[config.mk]
export PLATFORM = sky130hd
export DESIGN_NAME = rv_g_regfile_wr_arbiter
export DESIGN_NICKNAME = d
export VERILOG_FILES = /design/src/rtl/rv_g_regfile_wr_arbiter.sv
export SDC_FILE = /design/constraint.sdc
export NUM_CORES = 1
export LEC_CHECK = 0
export ABC_CLOCK_PERIOD_IN_PS = 3700
export CAP_MARGIN = 40
export CORE_AREA = 2 2 143 145
export CTS_BUF_LIST = sky130_fd_sc_hd__clkbuf_4 sky130_fd_sc_hd__clkbuf_8
export DETAILED_ROUTE_END_ITERATION = 7
export DIE_AREA = 0 0 145 147
export GPL_ROUTABILITY_DRIVEN = 0
export PLACE_DENSITY_LB_ADDON = 0.15
export SETUP_SLACK_MARGIN = 0.4
export SLEW_MARGIN = 20
export SYNTH_ARGS = -nofsm -noshare
export SYNTH_HDL_FRONTEND = slang
export SYNTH_SLANG_ARGS = --single-unit
[constraint.sdc]
create_clock -name clk_i -period 3.7 [get_ports clk_i]
set_clock_uncertainty 0.15 [all_clocks]
set_input_delay 0.74 -clock clk_i [delete_from_list [all_inputs] [get_ports clk_i]]
set_output_delay 0.74 -clock clk_i [all_outputs]
set_load 0.02 [all_outputs]
[src/rtl/rv_g_regfile_wr_arbiter.sv]
// Regfile write-port arbiter. NUM_REQ writeback sources share the single
// rv_g_regfile write port through round-robin arbitration with valid/ready.
// The winning write is registered, so the regfile sees it one cycle after the
// grant. Integer x0 writes are consumed without writing. FP results are
// NaN-boxed and narrow integer results are zero-extended.

// Per-requester data formatter: NaN-box FP data, zero-extend integer data.
module rv_g_regfile_wr_fmt #(
    parameter int XLEN    = 64,
    parameter int FLEN    = 32,
    parameter int MAX_LEN = 64
) (
    input  logic               is_fp,
    input  logic [MAX_LEN-1:0] data_in,
    output logic [MAX_LEN-1:0] data_out
);
    // Bits that carry the value for each register class. All bits above
    // the class width are forced: ones for FP (NaN box), zeros for integer.
    localparam logic [MAX_LEN-1:0] F_KEEP = {MAX_LEN{1'b1}} >> (MAX_LEN - FLEN);
    localparam logic [MAX_LEN-1:0] X_KEEP = {MAX_LEN{1'b1}} >> (MAX_LEN - XLEN);

    // Select boxing or zero-fill by destination register class.
    always_comb begin
        data_out = data_in & X_KEEP;
        if (is_fp) begin
            data_out = (data_in & F_KEEP) | ~F_KEEP;
        end
    end
endmodule

module rv_g_regfile_wr_arbiter #(
    parameter int  NUM_REQ = 4,
    parameter int  XLEN    = 64,
    parameter int  FLEN    = 32,
    localparam int MAX_LEN = (XLEN > FLEN) ? XLEN : FLEN,
    localparam int IDX_W   = $clog2(NUM_REQ)
) (
    input  logic                              clk_i,
    input  logic                              arst_ni,
    input  logic                              hold_i,
    input  logic [NUM_REQ-1:0]                req_valid_i,
    output logic [NUM_REQ-1:0]                req_ready_o,
    input  logic [NUM_REQ-1:0][5:0]           req_addr_i,
    input  logic [NUM_REQ-1:0][MAX_LEN-1:0]   req_data_i,
    output logic [5:0]                        wr_addr_o,
    output logic [MAX_LEN-1:0]                wr_data_o,
    output logic                              wr_en_o,
    output logic [IDX_W-1:0]                  wr_src_o
);
    logic [IDX_W-1:0]                rr_ptr;
    logic [IDX_W-1:0]                gnt_idx;
    logic [IDX_W-1:0]                scan_idx;
    logic                            gnt_found;
    logic [NUM_REQ-1:0]              gnt_vec;
    logic                            fire;
    logic [NUM_REQ-1:0][MAX_LEN-1:0] fmt_data;

    // Formatting happens per requester ahead of the capture mux so the
    // registered path only sees a select.
    for (genvar g = 0; g < NUM_REQ; g++) begin : g_fmt
        rv_g_regfile_wr_fmt #(
            .XLEN   (XLEN),
            .FLEN   (FLEN),
            .MAX_LEN(MAX_LEN)
        ) u_fmt (
            .is_fp   (req_addr_i[g][5]),
            .data_in (req_data_i[g]),
            .data_out(fmt_data[g])
        );
    end

    // Round-robin scan: first valid at or above the pointer, modulo NUM_REQ.
    always_comb begin
        gnt_vec   = '0;
        gnt_idx   = '0;
        gnt_found = 1'b0;
        scan_idx  = '0;
        for (int i = 0; i < NUM_REQ; i++) begin
            scan_idx = IDX_W'((int'(rr_ptr) + i) % NUM_REQ);
            if (!gnt_found && req_valid_i[scan_idx]) begin
                gnt_found         = 1'b1;
                gnt_idx           = scan_idx;
                gnt_vec[scan_idx] = 1'b1;
            end
        end
    end

    // Ready is suppressed by hold and also while reset is held, so nothing
    // can be consumed while the output register is being cleared.
    assign req_ready_o = (arst_ni && !hold_i) ? gnt_vec : '0;
    assign fire        = |req_ready_o;

    // Pointer moves just past the winner; it stays put on idle or hold cycles.
    always_ff @(posedge clk_i or negedge arst_ni) begin
        if (!arst_ni) begin
            rr_ptr <= '0;
        end else if (fire) begin
            rr_ptr <= (gnt_idx == IDX_W'(NUM_REQ - 1)) ? '0 : gnt_idx + 1'b1;
        end
    end

    // Output register: capture the winner; enable is a one-cycle pulse and
    // is withheld for x0 so that slot is consumed without a write.
    always_ff @(posedge clk_i or negedge arst_ni) begin
        if (!arst_ni) begin
            wr_en_o   <= 1'b0;
            wr_addr_o <= '0;
            wr_data_o <= '0;
            wr_src_o  <= '0;
        end else if (fire) begin
            wr_en_o   <= (req_addr_i[gnt_idx] != 6'd0);
            wr_addr_o <= req_addr_i[gnt_idx];
            wr_data_o <= fmt_data[gnt_idx];
            wr_src_o  <= gnt_idx;
        end else begin
            wr_en_o   <= 1'b0;
        end
    end
endmodule

==> reports/metrics.yaml <==
run_status:
  status: "finished clean"
cts:
  cts-root-to-sink-buffers: 2
  clkLatencyLatePin_ns: 0.36
  clk_pin_slew_ns: 0.09
  number_of_clock_buffers_inserted_by_tritoncts: 9
  cts_tree: "built"
  clkSinkCount: 75
  clock_tree.htree_level_count: 3
  cts_root_buffer: "sky130_fd_sc_hd__clkbuf_8"
hold_path:
  timing.hold.worst.class: "in2async"
global_route:
  first_pass_grt_wire_length_um: 34700
  grt.overflow.total: 0
  grt_start_max_net_pins: 53
  grt_pass1_vias: 6266
  antenna_found_initial: 0
  track_usage_pct: 20.8
sta:
  period_needed_ns: 3.41
  worst_slew_pin_slew_ns: 0.699
  final.period_utilization_pct: 92.2
  slew_viol_final: 0
  maxSlewHeadroom_pct: 53.4
  hold_viol: 0
  final_count_of_negative_setup_slack_endpoints: 0
  rsz_0062_raised_after_global_routing: "yes"
  timing.setup.tns_ns: 0
  max_freq_mhz: 293
die:
  design.portCount: 364
  initial_utilization_pct: 30.6
  core_um2: 19800
  placement_rows: 52
  dieArea_um2: 21300
  die_h_um: 147
  dieWidth_um: 145
detailed_routing:
  post_drt_via_cell_ratio: 4.88
  firstDrtPassIters: 4
  drt_first_iter_violations: 236
  routed_wirelength_um: 23400
  ant_nets: 0
  routed_wire_length_per_instance_um: 19.3
  routed-via-count: 5904
  post-route-drc-count: 0
logic_synthesis:
  synth-edff-count: 0
  netlist-cell-type-count: 40
  async_flop_share_pct: 100
  yosysSeqAreaShare_pct: 30.9
  ys_ff_latch: 75
  synthesis.area_um2: 6070
  netlist_instances: 540
  synthesis.area_per_instance_um2: 11.2
  primary_flip_flop_cell_chosen_by_synthesis_mapping: "sky130_fd_sc_hd__dfrtp_1"
  syn-num-nets: 835
  synth-warning-count: 0
final_layout:
  final_nets: 1229
  fin_area_um2: 10900
  antennaDiodeCount: 0
  area_growth_syn_to_layout_pct: 79.2
  layout-drive-gt1-share_pct: 25.9
  instances_no_fill: 1209
critical_path:
  critPathKind: "reg2out"
  timing.critical_path.arrival_ns: 2.52
  critPathCaptureType: "output pin"
  critPathMaxFanout: 7
  cp_data_required_time_ns: 2.81
  cp-start-kind: "register"
job:
  maxCapViolCount: 0
pwr:
  powerDensity_nw_per_um2: 813
  power.total_mw: 8.85
  p_leak_nw: 4.45
  vdd_ir_drop_max_mv: 0.283
place:
  dpl_cell_area_um2: 10300
  detailed_place_hpwl_um: 17800
  buffer_ports.inserted: 363
  dp.cells: 1174
[final timing paths]
kind,depth (start not counted),end,slack [ns],start
worst min register to register,1,wr_src_o[1]$_DFFE_PN0P_,0.36,wr_src_o[1]$_DFFE_PN0P_
worst max-delay path,8,req_ready_o[0],0.29,rr_ptr[0]$_DFFE_PN0P_
worst max register to register,12,wr_addr_o[1]$_DFFE_PN0P_,0.32,rr_ptr[0]$_DFFE_PN0P_
worst min-delay path,2,wr_data_o[62]$_DFFE_PN0P_,0.25,arst_ni
min in group clk_i,1,wr_src_o[1]$_DFFE_PN0P_,0.36,wr_src_o[1]$_DFFE_PN0P_
max in group asynchronous,3,rr_ptr[0]$_DFFE_PN0P_,2.06,arst_ni
[where the power goes]
group | total, mW | internal (mW) | switching, mW
Sequential | 1.44 | 1.22 | 0.217
Clock | 0.825 | 0.462 | 0.363
Combinational | 6.59 | 3.80 | 2.79
Total | 8.85 | 5.49 | 3.37
[worst max-delay path: stages (launching register included)]
cell and delay, ns:
sky130_fd_sc_hd__dfrtp_2 0.39, sky130_fd_sc_hd__clkinvlp_4 0.11, sky130_fd_sc_hd__ha_4 0.31, sky130_fd_sc_hd__mux4_2 0.55, sky130_fd_sc_hd__buf_6 0.15, sky130_fd_sc_hd__nor2_4 0.16
sky130_fd_sc_hd__a221o_1 0.22, sky130_fd_sc_hd__nor2b_4 0.15, sky130_fd_sc_hd__buf_6 0.12
[cell usage in the layout (no fill, tap or decap), types with 4 or more instances in the layout]
| master | count |
|---|---|
| sky130_fd_sc_hd__clkbuf_8 | 9 |
| sky130_fd_sc_hd__clkbuf_16 | 4 |
| sky130_fd_sc_hd__mux2_1 | 9 |
| sky130_fd_sc_hd__mux2_2 | 62 |
| sky130_fd_sc_hd__mux2i_1 | 69 |
| sky130_fd_sc_hd__ha_1 | 7 |
| sky130_fd_sc_hd__clkdlybuf4s50_1 | 354 |
| sky130_fd_sc_hd__dfrtp_1 | 74 |
| sky130_fd_sc_hd__buf_4 | 47 |
| sky130_fd_sc_hd__nor4_1 | 4 |
| sky130_fd_sc_hd__mux4_2 | 40 |
| sky130_fd_sc_hd__nor2_1 | 138 |
| sky130_fd_sc_hd__a21oi_1 | 5 |
| sky130_fd_sc_hd__buf_6 | 7 |
| sky130_fd_sc_hd__mux2_4 | 36 |
| sky130_fd_sc_hd__buf_12 | 9 |
| sky130_fd_sc_hd__nand2b_1 | 6 |
| sky130_fd_sc_hd__nand2_1 | 5 |
[synth_stat cells, types with 2 or more instances]
| cell type | instances | area, um^2 |
|---|---|---|
| sky130_fd_sc_hd__buf_4 | 6 | 45.0 |
| sky130_fd_sc_hd__buf_2 | 13 | 65.1 |
| sky130_fd_sc_hd__mux2_1 | 9 | 101 |
| sky130_fd_sc_hd__mux2_2 | 62 | 698 |
| sky130_fd_sc_hd__a21oi_1 | 6 | 30.0 |
| sky130_fd_sc_hd__mux4_2 | 40 | 901 |
| sky130_fd_sc_hd__dfrtp_1 | 75 | 1880 |
| sky130_fd_sc_hd__or4_1 | 2 | 15.0 |
| sky130_fd_sc_hd__mux2_4 | 36 | 541 |
| sky130_fd_sc_hd__inv_1 | 5 | 18.8 |
| sky130_fd_sc_hd__nor4_1 | 5 | 31.3 |
| sky130_fd_sc_hd__a221o_1 | 2 | 20.0 |
| sky130_fd_sc_hd__nand2b_1 | 6 | 37.5 |
| sky130_fd_sc_hd__mux2i_1 | 69 | 691 |
| sky130_fd_sc_hd__clkbuf_1 | 19 | 71.3 |
| sky130_fd_sc_hd__nor3_1 | 3 | 15.0 |
| sky130_fd_sc_hd__a311oi_1 | 2 | 17.5 |
| sky130_fd_sc_hd__or3b_1 | 2 | 17.5 |
| sky130_fd_sc_hd__nand2_1 | 5 | 18.8 |
| sky130_fd_sc_hd__o21a_1 | 2 | 15.0 |
| sky130_fd_sc_hd__nor2_1 | 139 | 522 |
| sky130_fd_sc_hd__ha_1 | 8 | 100 |
| sky130_fd_sc_hd__buf_6 | 7 | 78.8 |
[sequential cells by signal, indices dropped and copies added, names as in the netlist]
name	cells
wr_en_o	1
rr_ptr	2
wr_data_o	64
wr_addr_o	6
wr_src_o	2
[layout make-up]
cell class,count,area (um^2)
Multi-Input combinational cell,413,4000
Clock buffer,9,124
Clock inverter,7,130
Inverter,6,28.8
Tap cell,270,338
Sequential cell,75,1880
Timing Repair Buffer,429,4390
Fill cell,1737,8960
[per-stage QoR]
| step | setup WS (ns) | hold slack (ns) | utilization, % |
|---|---|---|---|
| 2_1_floorplan | 0.395 | 0.294 | - |
| 3_3_place_gp | -0.274 | 0.340 | 51.9 |
| 3_5_place_dp | -0.373 | 0.345 | 51.9 |
| 4_1_cts | 0.278 | 0.257 | 53.5 |
| 5_1_grt | 0.182 | 0.271 | 54.8 |
| 6_report | 0.289 | 0.255 | 54.8 |
[logic make-up (layout without fill, tap and decap cells)]
| family | Yosys count | in the layout | share of synthesized area (%) |
|---|---|---|---|
| and+or+nand+nor | 166 | 166 | 11.2 |
| DFF | 75 | 75 | 30.9 |
| adders and majority gates | 8 | 8 | 1.65 |
| muxes | 216 | 216 | 48.3 |
| buffers and inverters | 52 | 451 | 4.72 |
| AOI/OAI and AO/OA | 23 | 23 | 3.21 |
[layer usage]
layer / track usage, % / vias up / wire length (um)
met5: 0 / - / 0
met4: 7.23 / 0 / 604
met3: 5.28 / 43 / 1490
met2: 36.6 / 246 / 11900
met1: 24.7 / 2873 / 9410
li1: - / 2742 / -
[repair_timing]
action / 4_1_cts / 5_1_grt
gates cloned: 1 / 6
resized for setup: 30 / 19
endpoints found under the setup margin: 78 / 76
pin swaps: 4 / 7
setup buffers: 4 / 8
hold buffers: 0 / 0
(Power assumes the default switching activity.)
